`config.mk`:
```
export PLATFORM = sky130hd
export DESIGN_NAME = rfile_wr_arb
export DESIGN_NICKNAME = d
export VERILOG_FILES = /design/src/rtl/rfile_wr_arb_pkg.sv /design/src/rtl/rfile_wr_arb_rr_arb2.sv /design/src/rtl/rfile_wr_arb.sv
export SDC_FILE = /design/constraint.sdc
export NUM_CORES = 1
export LEC_CHECK = 0
export ABC_AREA = 0
export CORE_ASPECT_RATIO = 1.1
export CORE_MARGIN = 2
export CORE_UTILIZATION = 44
export CTS_CLUSTER_DIAMETER = 80
export DETAILED_ROUTE_END_ITERATION = 16
export GPL_ROUTABILITY_DRIVEN = 1
export MAX_ROUTING_LAYER = met4
export PLACE_DENSITY = 0.83
export RECOVER_POWER = 100
export SLEW_MARGIN = 20
export SYNTH_ARGS = -nofsm -noshare
export SYNTH_HDL_FRONTEND = slang
export SYNTH_HIERARCHICAL = 1
export SYNTH_SLANG_ARGS = --single-unit
```
`constraint.sdc`:
```
create_clock -name clk -period 3.07 [get_ports clk]
set_clock_uncertainty 0.15 [all_clocks]
set_input_delay 0.614 -clock clk [delete_from_list [all_inputs] [get_ports clk]]
set_output_delay 0.614 -clock clk [all_outputs]
set_load 0.005 [all_outputs]
```
`src/rtl/rfile_wr_arb_pkg.sv`:
```
// Register-file writeback constants and writeback source encoding shared by
// the write-port arbiter and its round-robin sub-arbiter.
package rfile_wr_arb_pkg;

  localparam int ADDR_W = 5;
  localparam int DATA_W = 32;
  localparam int NREG   = 1 << ADDR_W;

  // Writeback source index, also the bit position in the valid/grant vectors
  typedef enum logic {
    SRC_ALU = 1'b0,
    SRC_MEM = 1'b1
  } src_e;

endpackage

```
`src/rtl/rfile_wr_arb_rr_arb2.sv`:
```
// Two-way round-robin arbiter: an uncontested requester always wins, a
// contested cycle goes to ptr and hands priority to the other source.
module rr_arb2
  import rfile_wr_arb_pkg::*;
(
  input  logic [1:0] valid,
  input  logic       ptr,
  output logic [1:0] grant,
  output logic       ptr_next
);

  always_comb begin
    grant    = valid;
    ptr_next = ptr;
    if (&valid) begin
      grant           = '0;
      grant[ptr]      = 1'b1;
      ptr_next        = ~ptr;
    end
  end

endmodule

```
`src/rtl/rfile_wr_arb.sv`:
```
// Shares the register-file write port between ALU and load writeback, drives
// a registered write port, and tracks outstanding writes per register.
module rfile_wr_arb
  import rfile_wr_arb_pkg::*;
#(
  parameter int DATA_W      = rfile_wr_arb_pkg::DATA_W,
  parameter int ADDR_W      = rfile_wr_arb_pkg::ADDR_W,
  parameter int NREG        = rfile_wr_arb_pkg::NREG,
  parameter bit HARDWIRE_R0 = 1'b1
) (
  input  logic              clk,
  input  logic              rst,
  input  logic              req0_valid,
  output logic              req0_ready,
  input  logic [ADDR_W-1:0] req0_reg,
  input  logic [DATA_W-1:0] req0_data,
  input  logic              req1_valid,
  output logic              req1_ready,
  input  logic [ADDR_W-1:0] req1_reg,
  input  logic [DATA_W-1:0] req1_data,
  input  logic              issue_en,
  input  logic [ADDR_W-1:0] issue_reg,
  output logic [NREG-1:0]   busy,
  output logic              write_en,
  output logic [ADDR_W-1:0] write_reg,
  output logic [DATA_W-1:0] write_data
);

  logic [1:0]        valid, grant;
  logic              rr_ptr, ptr_next;
  logic              accept, drop;
  logic [ADDR_W-1:0] sel_reg;
  logic [DATA_W-1:0] sel_data;
  logic [NREG-1:0]   busy_next;

  assign valid = {req1_valid, req0_valid};

  rr_arb2 u_arb (
    .valid    (valid),
    .ptr      (rr_ptr),
    .grant    (grant),
    .ptr_next (ptr_next)
  );

  assign req0_ready = grant[SRC_ALU] & ~rst;
  assign req1_ready = grant[SRC_MEM] & ~rst;
  assign accept     = |grant & ~rst;
  assign sel_reg    = grant[SRC_MEM] ? req1_reg  : req0_reg;
  assign sel_data   = grant[SRC_MEM] ? req1_data : req0_data;
  // r0 writes are handshaken normally but never reach the register file
  assign drop       = HARDWIRE_R0 && (sel_reg == '0);

  // Set beats clear so a newer in-flight writer keeps the register busy
  for (genvar r = 0; r < NREG; r++) begin : g_busy
    logic set, clr;
    assign set = issue_en && (issue_reg == ADDR_W'(r)) && !(HARDWIRE_R0 && r == 0);
    assign clr = write_en && (write_reg == ADDR_W'(r));
    assign busy_next[r] = set | (busy[r] & ~clr);
  end

  always_ff @(posedge clk) begin
    if (rst) begin
      write_en   <= 1'b0;
      write_reg  <= '0;
      write_data <= '0;
      busy       <= '0;
      rr_ptr     <= 1'b0;
    end else begin
      write_en <= accept && !drop;
      if (accept && !drop) begin
        write_reg  <= sel_reg;
        write_data <= sel_data;
      end
      rr_ptr <= ptr_next;
      busy   <= busy_next;
    end
  end

endmodule
```
==> run metrics <==
post-DP HPWL=7360 µm; final period utilization=between 90% and 100%; port bufs=155; multiplexer share of the synthesized area=10.6%; CTS Root Cell=clkbuf_8; gp weighted congestion=0.844; Reg clk slew, reported paths=70 ps; CTS Hold Buffers Added=0; Adder-Cell Fraction of Synth Area=0%; grt ovf=0; antenna diode count=0; setup TNS=0 ps; largest cells by area after synthesis=dfxtp_1 43%, o21ai_0 14%, mux2i_1 10%; initial core utilization=44.8%; largest net degree at the start of global routing=41; Post-synth EDFFs=0; slowest cell delay on critical path=570 ps; Remaining DRCs=0; initial drt markers=roughly 140; Synth Area in Compound Gates=22.7%; # rows=33; total number of vias=3497; Fin. Hold Viols=0; syn nets=486; first-pass GRT wire length=15500 µm; largest family of logic cells by synthesized area=compound AO/OA/AOI/OAI gates; Static Leakage=2.01 nW; GR Util All Layers=about a quarter; Sink Count=71; CP max FO=3; startpoint types=input port; hold wc startpoint=busy[30]; Max-Cap Viols=0; worst vdd ir=0.000256 V; fin crit period=2910 ps; 1st-pass router iterations=5; crit path kind=input port to output port; top-level port count=156; f_max=0.344 GHz; Worst-Margin Slew=950 ps; crit-path cells=clkdlybuf4s50_1 -> a21boi_0 -> nor2b_1 -> dlygate4sd3_1; Simple-Gate Fraction of Synth Area=19.7%; total CTS buffers=9; worst r2r path cells=8; Post-Layout Cell Count=641; Critical Path AT=~2100 ps; Max clock buf depth=2; sink of the worst hold path=busy[30]; most frequent cells in the layout=97 x o21ai_0, 79 x clkdlybuf4s50_1, 75 x dlygate4sd3_1; area leader, netlist=dfxtp_1; Synth top area share=42.9%; Final ANT Viol Nets=0; Util after Layout=69.5%; Hold Path Stages=2; WL/cell=15.3 µm; clk_lat worst skew=350 ps; Resize count post-CTS=0; Yosys cell types=35; Post-Syn Area=around 3300 µm²; placed insts=~630; Die Area=8240 µm²; share of cells above drive strength 1=5.42%; H-tree levels=3; slew margin rel.=36.7%; worst-path cell with the longest stage delay=dlygate4sd3_1; final wirelength=a little under 10000 µm; async set-reset flop share out of synthesis=0%; antenna violations before repair=0; vias per cell=approximately 5.5; Hold Crit Class=register to register; Syn Area/Cell=a little over 8 µm²; ys flop type=dfxtp_1; RSZ-0062 raised after global routing=false; total number of yosys warnings=6; CTS tree=yes; core area=7390 µm²; die height=95.0 µm; chip width=86.8 µm; worst r2r dst=write_data[6]; Area Growth Syn to Fin=54.9%; PwrDens=442 nW/µm²; Synth Register Bits=71; Syn Inst Count=402; crit end category=output port; r2r setup slk=570 ps; post-synthesis sequential area ratio=42.9%; final setup fails=0; most common cell after layout, fill and taps aside=o21ai_0; vias in the first global route=3279; Post-CTS Setup Repair Bufs=0; Req. time, crit path=2310 ps; RR Startpoint=rr_ptr; outcome=complete, no violations; # nets final=633; max-slew violation count=0; XOR/XNOR Fraction of Synth Area=0.264%
## worst max path at each step
stage	from	end	slack, ps	cells after the start
floorplan	req1_valid	req1_ready	710	4
global placement	req1_valid	write_data[23]	150	8
detailed placement	req1_valid	write_data[28]	40	8
CTS	req1_valid	req1_ready	160	4
global route	req1_valid	req1_ready	60	4
finish	req0_valid	req0_ready	160	4
## cell type report
| type | instances | area, µm² |
|---|---|---|
| fillers | 615 | 2260 |
| multi-input cells | 301 | 1770 |
| repair buffers | 163 | 1600 |
| flip-flops and latches | 71 | 1420 |
| clock buffers | 11 | 131 |
| well taps | 87 | 109 |
| clock inverters | 5 | 82.6 |
| inverters | 3 | 11.3 |
## layer usage
layer	share of wire [%]	up-vias	track usage [%]
met5	0	-	-
met4	1.6	0	8.33
met3	9.9	17	7.88
met2	49	192	40.8
met1	40	1583	28.1
li1	-	1705	-
## cells in the mapped netlist (all sizes together), types with 2 or more instances
master,n
a21boi,2
a21oi,35
a221oi,2
buf,9
clkbuf,18
dfxtp,71
inv,3
mux2i,34
nand2,34
nand2b,3
nand3,12
nor2,13
nor2b,45
nor3,3
nor3b,4
o21ai,99
or2,2
## report_power, final
part / total, mW / leakage (nW) / internal, mW / switching, mW
registers: 1.02 / 0.582 / 0.980 / 0.0376
clock network: 0.811 / 0.0958 / 0.458 / 0.353
logic: 0.440 / 1.33 / 0.255 / 0.185
total: 2.27 / 2.01 / 1.69 / 0.575
## logic make-up (layout without fill, tap and decap cells)
family | after synthesis | after routing
AOI/OAI and AO/OA | 142 | 142
and+or+nand+nor | 123 | 123
DFF | 71 | 71
muxes | 35 | 35
buffers and inverters | 30 | 182
xor gates and xnor gates | 1 | 1
## critical path: cells and delay by family
family / cells / cell delay (ps)
buffers and inverters: 2 / 1120
AOI/OAI and AO/OA: 1 / 250
and+or+nand+nor: 1 / 150
## through the flow
stage / cell area [µm²] / setup WS, ps / hold slack (ps) / power (mW)
final: 5130 / 165 / 321 / 2.27
after global placement: 4930 / 148 / 312 / 1.50
after detailed placement: 4930 / 43.1 / 317 / 1.51
after floorplan: 3310 / 712 / 320 / 1.22
after global routing: 5130 / 56.7 / 343 / 2.37
after CTS: 5150 / 157 / 326 / 2.31
No activity file was read; power rests on OpenSTA's default activity.
